File: config.mk
export PLATFORM = sky130hd
export DESIGN_NAME = seg7_scan_display
export DESIGN_NICKNAME = d
export VERILOG_FILES = /design/src/rtl/seg7_scan_display.sv
export SDC_FILE = /design/constraint.sdc
export NUM_CORES = 1
export LEC_CHECK = 0
export CAP_MARGIN = 10
export CORE_AREA = 4 4 94 96
export CTS_BUF_LIST = sky130_fd_sc_hd__clkbuf_16
export DETAILED_ROUTE_END_ITERATION = 8
export DIE_AREA = 0 0 98 100
export HOLD_SLACK_MARGIN = 0.08
export RECOVER_POWER = 50
export SYNTH_ARGS = -nofsm -noshare
export SYNTH_HDL_FRONTEND = slang
export SYNTH_SLANG_ARGS = --single-unit
File: constraint.sdc
create_clock -name clk -period 1.9 [get_ports clk]
set_clock_uncertainty 0.05 [all_clocks]
set_input_delay 0.38 -clock clk [delete_from_list [all_inputs] [get_ports clk]]
set_output_delay 0.38 -clock clk [all_outputs]
set_load 0.02 [all_outputs]
File: src/rtl/seg7_scan_display.sv
// ---------------------------------------------------------------------------
// seg7_scan_display
//
// Drives a multiplexed 4-digit common-anode 7-segment display from a 16-bit
// four-hex-digit value. Each digit is enabled for SCAN_DIV clocks in turn.
// The inputs are snapshotted once per scan frame, at the start of the digit 0
// slot, so a digit never shows a value that changes part-way through a frame.
//
// Parameters
//   SCAN_DIV  clocks each digit is enabled (dwell), legal range 2..2^20
//
// Ports
//   clk    in   system clock, all state on the rising edge
//   rst    in   asynchronous active-high reset
//   num    in   [15:0] four hex digits, digit i = num[4i+3:4i], digit 0 rightmost
//   dp     in   [3:0]  decimal point per digit, 1 = lit
//   blank  in   [3:0]  per-digit force-dark, 1 = digit fully off
//   lz_en  in   1 = suppress leading zeros
//   an     out  [3:0]  digit enables, active-low, an[i] drives digit i
//   seg    out  [7:0]  segments, active-low, {dp,g,f,e,d,c,b,a}
// ---------------------------------------------------------------------------
module seg7_scan_display #(
   parameter int SCAN_DIV = 50000
) (
   input  logic        clk,
   input  logic        rst,
   input  logic [15:0] num,
   input  logic [3:0]  dp,
   input  logic [3:0]  blank,
   input  logic        lz_en,
   output logic [3:0]  an,
   output logic [7:0]  seg
);

   localparam int             CW       = (SCAN_DIV > 2) ? $clog2(SCAN_DIV) : 1;
   localparam logic [CW-1:0]  DIV_LAST = CW'(SCAN_DIV - 1);

   logic [CW-1:0] div_cnt;
   logic [1:0]    idx;
   logic [15:0]   snap_num;
   logic [3:0]    snap_dp;
   logic [3:0]    snap_blank;
   logic          snap_lz;

   logic          div_wrap;
   logic          frame_load;
   logic [3:0]    nibble;
   logic          suppress;
   logic [6:0]    digit_segs;
   logic [3:0]    an_next;
   logic [7:0]    seg_next;

   assign div_wrap   = (div_cnt == DIV_LAST);
   assign frame_load = (div_cnt == '0) && (idx == 2'd0);

   // Active-low hex decode, {g,f,e,d,c,b,a}.
   function automatic logic [6:0] hex_decode(input logic [3:0] value);
      logic [6:0] segs;
      case (value)
         4'h0: segs = 7'h40;
         4'h1: segs = 7'h79;
         4'h2: segs = 7'h24;
         4'h3: segs = 7'h30;
         4'h4: segs = 7'h19;
         4'h5: segs = 7'h12;
         4'h6: segs = 7'h02;
         4'h7: segs = 7'h78;
         4'h8: segs = 7'h00;
         4'h9: segs = 7'h10;
         4'hA: segs = 7'h08;
         4'hB: segs = 7'h03;
         4'hC: segs = 7'h46;
         4'hD: segs = 7'h21;
         4'hE: segs = 7'h06;
         default: segs = 7'h0E;
      endcase
      return segs;
   endfunction

   // Prescaler and digit index.
   // NOTE: clocked state uses non-blocking assignments so every register
   // samples the pre-edge values of the others, independent of block order.
   always_ff @(posedge clk or posedge rst) begin
      if (rst) begin
         div_cnt <= '0;
         idx     <= 2'd0;
      end else if (div_wrap) begin
         div_cnt <= '0;
         idx     <= idx + 2'd1;
      end else begin
         div_cnt <= div_cnt + 1'b1;
      end
   end

   // Frame snapshot: inputs are sampled only at the start of a frame.
   // Resetting snap_blank to all ones keeps the display dark until the
   // first snapshot has reached the output register.
   always_ff @(posedge clk or posedge rst) begin
      if (rst) begin
         snap_num   <= 16'h0000;
         snap_dp    <= 4'h0;
         snap_blank <= 4'hF;
         snap_lz    <= 1'b0;
      end else if (frame_load) begin
         snap_num   <= num;
         snap_dp    <= dp;
         snap_blank <= blank;
         snap_lz    <= lz_en;
      end
   end

   // Digit selection, leading-zero suppression and output formatting.
   // NOTE: every output of this block gets a default first so no path can
   // leave a value held, which would infer a latch.
   always_comb begin
      nibble     = snap_num[idx*4 +: 4];
      suppress   = 1'b0;
      an_next    = 4'b1111;
      seg_next   = 8'hFF;
      digit_segs = 7'h7F;

      // A digit is a leading zero when it and every digit to its left are
      // zero; digit 0 always shows so that a zero value is still visible.
      case (idx)
         2'd3:    suppress = snap_lz && (snap_num[15:12] == 4'h0);
         2'd2:    suppress = snap_lz && (snap_num[15:8]  == 8'h00);
         2'd1:    suppress = snap_lz && (snap_num[15:4]  == 12'h000);
         default: suppress = 1'b0;
      endcase

      if (!suppress) begin
         digit_segs = hex_decode(nibble);
      end

      if (!snap_blank[idx]) begin
         an_next      = 4'b1111;
         an_next[idx] = 1'b0;
         // A suppressed digit stays enabled so its decimal point can light.
         seg_next     = {~snap_dp[idx], digit_segs};
      end
   end

   // Registered outputs, one edge behind idx and the snapshot.
   always_ff @(posedge clk or posedge rst) begin
      if (rst) begin
         an  <= 4'b1111;
         seg <= 8'hFF;
      end else begin
         an  <= an_next;
         seg <= seg_next;
      end
   end

endmodule

# Word level (Yosys, flattened, before mapping)
# Memory sizes are Yosys's and may differ from the RTL's.
# Cells that the tools add are included.
[totals]
inputBits = 27
n_memories = 1
latch_bits = 0
wordCells = 41
out_inout_bits = 12
reg_bits = 55
mem_bits_rw = 0
mem_bits_ro = 112
[mem_list]
columns = ["memory", "depth", "word_bits", "rd", "rd_ports_with_merged_regs", "write_ports", "line_no", "source"]
rows = [
  ["(no name shown)", 16, 7, 1, 0, 0, "59", "case (value)"],
]
[op_classes]
n_lt_le_gt_ge = 2
reduce_logical = 10
addsub = 2
shift = 1
n_mul = 0
eq_ne = 4
n_mux = 11
n_bitwise = 2
n_div = 0
[ops]
columns = ["cell", "n"]
rows = [
  ["16-bit by 1-bit adder with 16-bit output, second input constant", 1],
  ["16-bit == test, second input constant", 1],
  ["16-bit logical NOT", 1],
  ["16-bit 2-to-1 mux", 1],
  ["16-bit by 5-bit variable part select with 4-bit output", 1],
  ["12-bit logical NOT", 1],
  ["8-bit logical NOT", 1],
  ["8-bit 2-to-1 mux", 1],
  ["7-bit 2-to-1 mux", 1],
  ["1-bit logical AND", 5],
  ["1-bit binary-select mux with 2-bit select", 2],
  ["2-bit == test, second input constant", 2],
  ["4-bit logical NOT", 1],
  ["4-bit 2-to-1 mux", 1],
  ["4-bit inverter", 1],
  ["2-bit by 3-bit < comparator with 1-bit output, second input constant", 1],
  ["1-bit 2-to-1 mux", 3],
  ["1-bit one-hot mux with 3 select lines", 1],
  ["2-bit by 1-bit adder with 2-bit output, second input constant", 1],
  ["1-bit demux with 2-bit select", 1],
  ["2-bit by 1-bit == test with 1-bit output, second input constant", 1],
  ["2-bit by 1-bit greater-or-equal comparator with 1-bit output, second input constant", 1],
  ["2-bit logical NOT", 1],
  ["1-bit inverter", 1],
]

# Logic depth before layout (Yosys ltp)
[depth]
word_depth = 6
ltp_mapped = 8
ltp_nobuf = 7

# Worst setup path before layout
# OpenSTA, ideal clock, no wires.
[synth_timing]
kind = "reg2reg"
from = "register idx[0]"
to = "register seg[0]"
path_stages_with_launch = 9
path_buffers = 1
period_less_slack_ps = 2015
setup_ps = 79
t_required_ps = 1771
slack_ps = -115
t_arrival_ps = 1887
cell_sequence = "dfrtp_1 > buf_2 > mux4_2 > inv_1 > ha_1 > nor2_1 > a211oi_1 > a21oi_1 > o21ai_0"
[synth_via]
elab_chain_len = 4
word_cells_on_any_way = 10
cone_classes = "3 x eq/ne; 1 x shift; 5 x mux; 1 x memory"
[synth_lines]
columns = ["item", "line_no", "source"]
rows = [
  ["start: declaration", "39", "logic [1:0] idx;"],
  ["start signal: assignment", "89", "idx <= idx + 2'd1;"],
  ["16-bit by 5-bit variable part select with 4-bit output (tied with other cells)", "116", "nibble = snap_num[idx*4 +: 4];"],
  ["memory read 16 x 7 bit or 1-bit one-hot mux with 3 select lines (tied branches)", "--", ""],
  ["7-bit 2-to-1 mux", "131", "if (!suppress) begin"],
  ["8-bit 2-to-1 mux *", "135", "if (!snap_blank[idx]) begin"],
  ["named net seg_next[0]", "51", "logic [7:0] seg_next;"],
  ["end signal: assignment", "150", "seg <= seg_next;"],
  ["end: declaration", "32", "output logic [7:0] seg"],
]
# The timed path passes the listed nets; every way through them passes the cells marked *. The select of a mux whose other input is x is not followed.
# A chain may end at the register's enable or synchronous reset.

# Worst setup path after layout
[layout_timing]
from = "register div_cnt[11]"
to = "register snap_dp[1]"
[layout_via]
elab_chain_len = 2
[layout_lines]
columns = ["item", "line_no", "source"]
rows = [
  ["start: declaration", "38", "logic [CW-1:0] div_cnt;"],
  ["start signal: assignment", "91", "div_cnt <= div_cnt + 1'b1;"],
  ["16-bit logical NOT", "54", "assign frame_load = (div_cnt == '0) && (idx == 2'd0);"],
  ["1-bit logical AND", "54", ""],
  ["end signal: assignment", "106", "snap_dp <= dp;"],
  ["end: declaration", "41", "logic [3:0] snap_dp;"],
]
# No other way between the ends.

==> summary.md <==
| Metric | Value |
|---|---|
| Async SR Flop Fraction | `100.0%` |
| Setup Viol. Count Final | `0` |
| Worst-path fanout max | `6` |
| Internal Power | `1.979 mW` |
| R2r worst-path depth | `6` |
| Crit-path cells | `nor4_2 -> nand2_1 -> nor3_4 -> buf_6 -> clkbuf_16 -> mux2_1` |
| Utilization after layout | `46.54%` |
| Worst min-delay path endpoint | `snap_dp[2]` |
| Synth area leader | `dfrtp_1` |
| Hold path depth | `1` |
| Synth-to-Final Area Change | `36.76%` |
| Hold buffer count at CTS | `0` |
| Area of the mapped netlist | `2740 µm²` |
| Worst hold path class | `reg -> reg` |
| Detailed Routing Iterations Pass 1 | `4` |
| Final Cell Area | `3747 µm²` |
| Global Route Usage Sum | `11.60%` |
| Number of enable flip-flop cells after synthesis | `0` |
| RSZ-0062 raised after global routing | `yes` |
| Sequential fraction of the synthesis area | `50.96%` |
| Commonest register cell after synthesis | `dfrtp_1` |
| CP max stage cell | `dfrtp_1` |
| HP Start | `snap_dp[2]` |
| Skew-Pair Late Insertion Delay | `0.29 ns` |
| CP Class | `reg -> reg` |
| Final net count | `340` |
| TritonCTS Buffers | `5` |
| Switch share | `21.51%` |
| Drt total wl | `5.663 mm` |
| Critical path endpoint category | `flip-flop` |
| Input/output buffers | `38` |
| I/O pins | `39` |
| Slew margin rel. | `51.01%` |
| Post-DRT Antenna Nets | `0` |
| Slew Limit Fails | `0` |
| Post-Synthesis Net Count | `269` |
| Crit path max-delay family | `simple AND/OR/NAND/NOR gates` |
| Reg2reg setup slack | `0.06 ns` |
| Row cnt | `33` |
| Min cycle time layout | `1.841 ns` |
| Placer Congestion | `0.8297` |
| Gate power share | `10.0%` |
| Placed inst area | `3443 µm²` |
| Max H-tree Level | `2` |
| Worst Path Buf+Inv | `2` |
| CTS root buf | `clkbuf_16` |
| Critical path required time | `2.02 ns` |
| Distinct cells, synth | `40` |
| Deepest clock path buffer count | `2` |
| Clock sink count | `55` |
| Worst r2r src | `div_cnt[11]` |
| Max capacitance violation total | `0` |
| FF-to-FF End | `snap_dp[1]` |
| CTS tree | `built` |
| Most common cell after layout, fill and taps aside | `dfrtp_1` |
| Final Hold Fails | `0` |
| Hpwl dp | `4.077 mm` |
| Max Clk Rate | `543.1 MHz` |
| Vias in the first global route | `1953` |
| Gr ovfl total | `0` |
| Commonest cells after routing, fill and taps aside | `38 x dfrtp_1, 37 x clkdlybuf4s50_1, 26 x buf_4, 22 x nand2_1, 18 x nor2_1` |
| Peak supply drop | `0.3629 mV` |
| Via count | `1925` |
| Crit path largest cell delay | `0.40 ns` |
| Fill cells | `732` |
| Die height | `100 µm` |
| WL/cell | `13.98 µm` |
| Pwr/cell area | `672.9 nW/µm²` |
| Via density per instance | `4.753` |
| LEAKAGE | `1.567 nW` |
| Clk pwr share | `40.4%` |
| Share of cells above drive strength 1 | `33.00%` |
| # diodes | `0` |
| Cells after Synth | `229` |
| Synthesized flop and latch total | `55` |
| Post-synth top area share | `35.62%` |
| DRC viols | `0` |
| Antenna violations before repair | `0` |
| First-pass GRT wire length | `9.377 mm` |
| Largest net degree at the start of global routing | `56` |
| Mean Syn Cell Area | `11.97 µm²` |
| CP Launch Type | `flip-flop` |
| Clk pin slew, worst setup/hold paths | `0.07 ns` |
| Initial Utilization | `34.03%` |
| Worst path arrival time | `1.96 ns` |
| Die Wd | `98 µm` |
| Status | `finished clean` |
| Sw power | `0.5423 mW` |
| Reg area | `1398 µm²` |
| Core Footprint | `8051 µm²` |
| Worst slew pin tran | `0.7348 ns` |
| Multi-input gate area | `1339 µm²` |
| Seq pwr share | `49.6%` |
| Die area | `9800 µm²` |
| Final period utilization | `96.90%` |
| Initial drt markers | `51` |
| YS warnings | `0` |
| Synth area leaders | `dfrtp_1 36%, dfstp_2 15%, mux2_2 6.6%, ha_1 5.9%, mux2_1 4.5%` |
-- repair_timing --
item	4_1_cts	5_1_grt
pin swaps	0	7
setup endpoints to repair	3	29
gates cloned	0	3
buffers inserted	0	2
gates resized for setup	2	16
-- sequential cells by signal, indices dropped and copies added, names as in the netlist --
| register | count |
|---|---|
| snap_dp | 4 |
| seg | 8 |
| snap_blank | 4 |
| an | 4 |
| div_cnt | 16 |
| snap_num | 16 |
| snap_lz | 1 |
| idx | 2 |
-- how the worst max path moves through the flow --
stage | end | cells past startpoint | startpoint | slack [ns]
after CTS | seg[0] | 6 | idx[0] | 0.03
final | snap_dp[1] | 6 | div_cnt[11] | 0.06
after global routing | seg[3] | 7 | idx[0] | -0.02
after floorplan | seg[0] | 8 | idx[0] | -0.04
after detailed placement | seg[0] | 7 | idx[0] | -0.006
after global placement | snap_dp[3] | 5 | div_cnt[9] | 0.02
-- layer usage --
metal	share of wire (%)	vias up	global-route usage, %
met5	0	-	0
met4	1.2	0	3.195
met3	3.4	6	2.015
met2	50	29	19.27
met1	45	943	15.73
li1	-	947	-
-- power groups by stage --
stage	clock network, mW	logic [mW]	registers (mW)
2_1_floorplan	0	0.107	1.28
3_3_place_gp	0	0.252	1.27
3_5_place_dp	0	0.254	1.27
4_1_cts	1.04	0.255	1.25
5_1_grt	1.09	0.277	1.26
6_report	1.02	0.253	1.25
-- per-stage QoR --
| step | setup TNS [ns] | std cells | hold WS (ns) | setup WS [ns] | power, mW |
|---|---|---|---|---|---|
| after global placement | 0 | 393 | 0.4184 | 0.01905 | 1.522 |
| final | 0 | 405 | 0.4416 | 0.05881 | 2.522 |
| after floorplan | -0.1232 | 229 | 0.4024 | -0.03555 | 1.388 |
| after CTS | 0 | 400 | 0.4172 | 0.02962 | 2.545 |
| after detailed placement | -0.005832 | 393 | 0.4260 | -0.005832 | 1.524 |
| after global routing | -0.03443 | 405 | 0.4623 | -0.02313 | 2.619 |
-- worst register-to-register path, stage by stage, from the launching register on --
cell       delay, ns
dfrtp_1         0.40
nor4_2          0.30
nand2_1         0.15
nor3_4          0.19
buf_6           0.16
clkbuf_16       0.16
mux2_1          0.32
-- cell usage after synthesis, drive strengths merged (2+ instances only) --
library cell  number
xor2               8
nor2              18
o211ai             2
inv                8
o221ai             3
o21ai              5
a21oi              6
ha                13
dfstp             16
xnor2              9
mux2i              8
and3               2
nor3               4
a211oi             2
mux4               3
mux2              27
nand4              2
nor3b              3
nor4               5
buf                6
dfrtp             39
nand2             23
nand3              8
or2                2
-- logic make-up (layout without fill, tap and decap cells) --
kind of cell | count (synthesis) | after routing | synth area share (%)
multiplexers | 38 | 38 | 16.48
XOR/XNOR | 17 | 17 | 5.434
buffers and inverters | 15 | 86 | 3.105
flip-flops | 55 | 55 | 50.96
AO/OA/AOI/OAI | 19 | 19 | 4.749
AND/OR/NAND/NOR | 72 | 72 | 13.33
adder cells (fa/ha/maj) | 13 | 13 | 5.936
-- layout make-up --
class / instances / share of cell area, %
flip-flops and latches: 55 / 37.30
well taps: 105 / 3.506
clock buffers: 5 / 3.339
repair buffers: 71 / 18.33
multi-input cells: 159 / 35.73
inverters: 8 / 0.8013
clock inverters: 2 / 1.002
No activity file was read; power rests on OpenSTA's default activity.
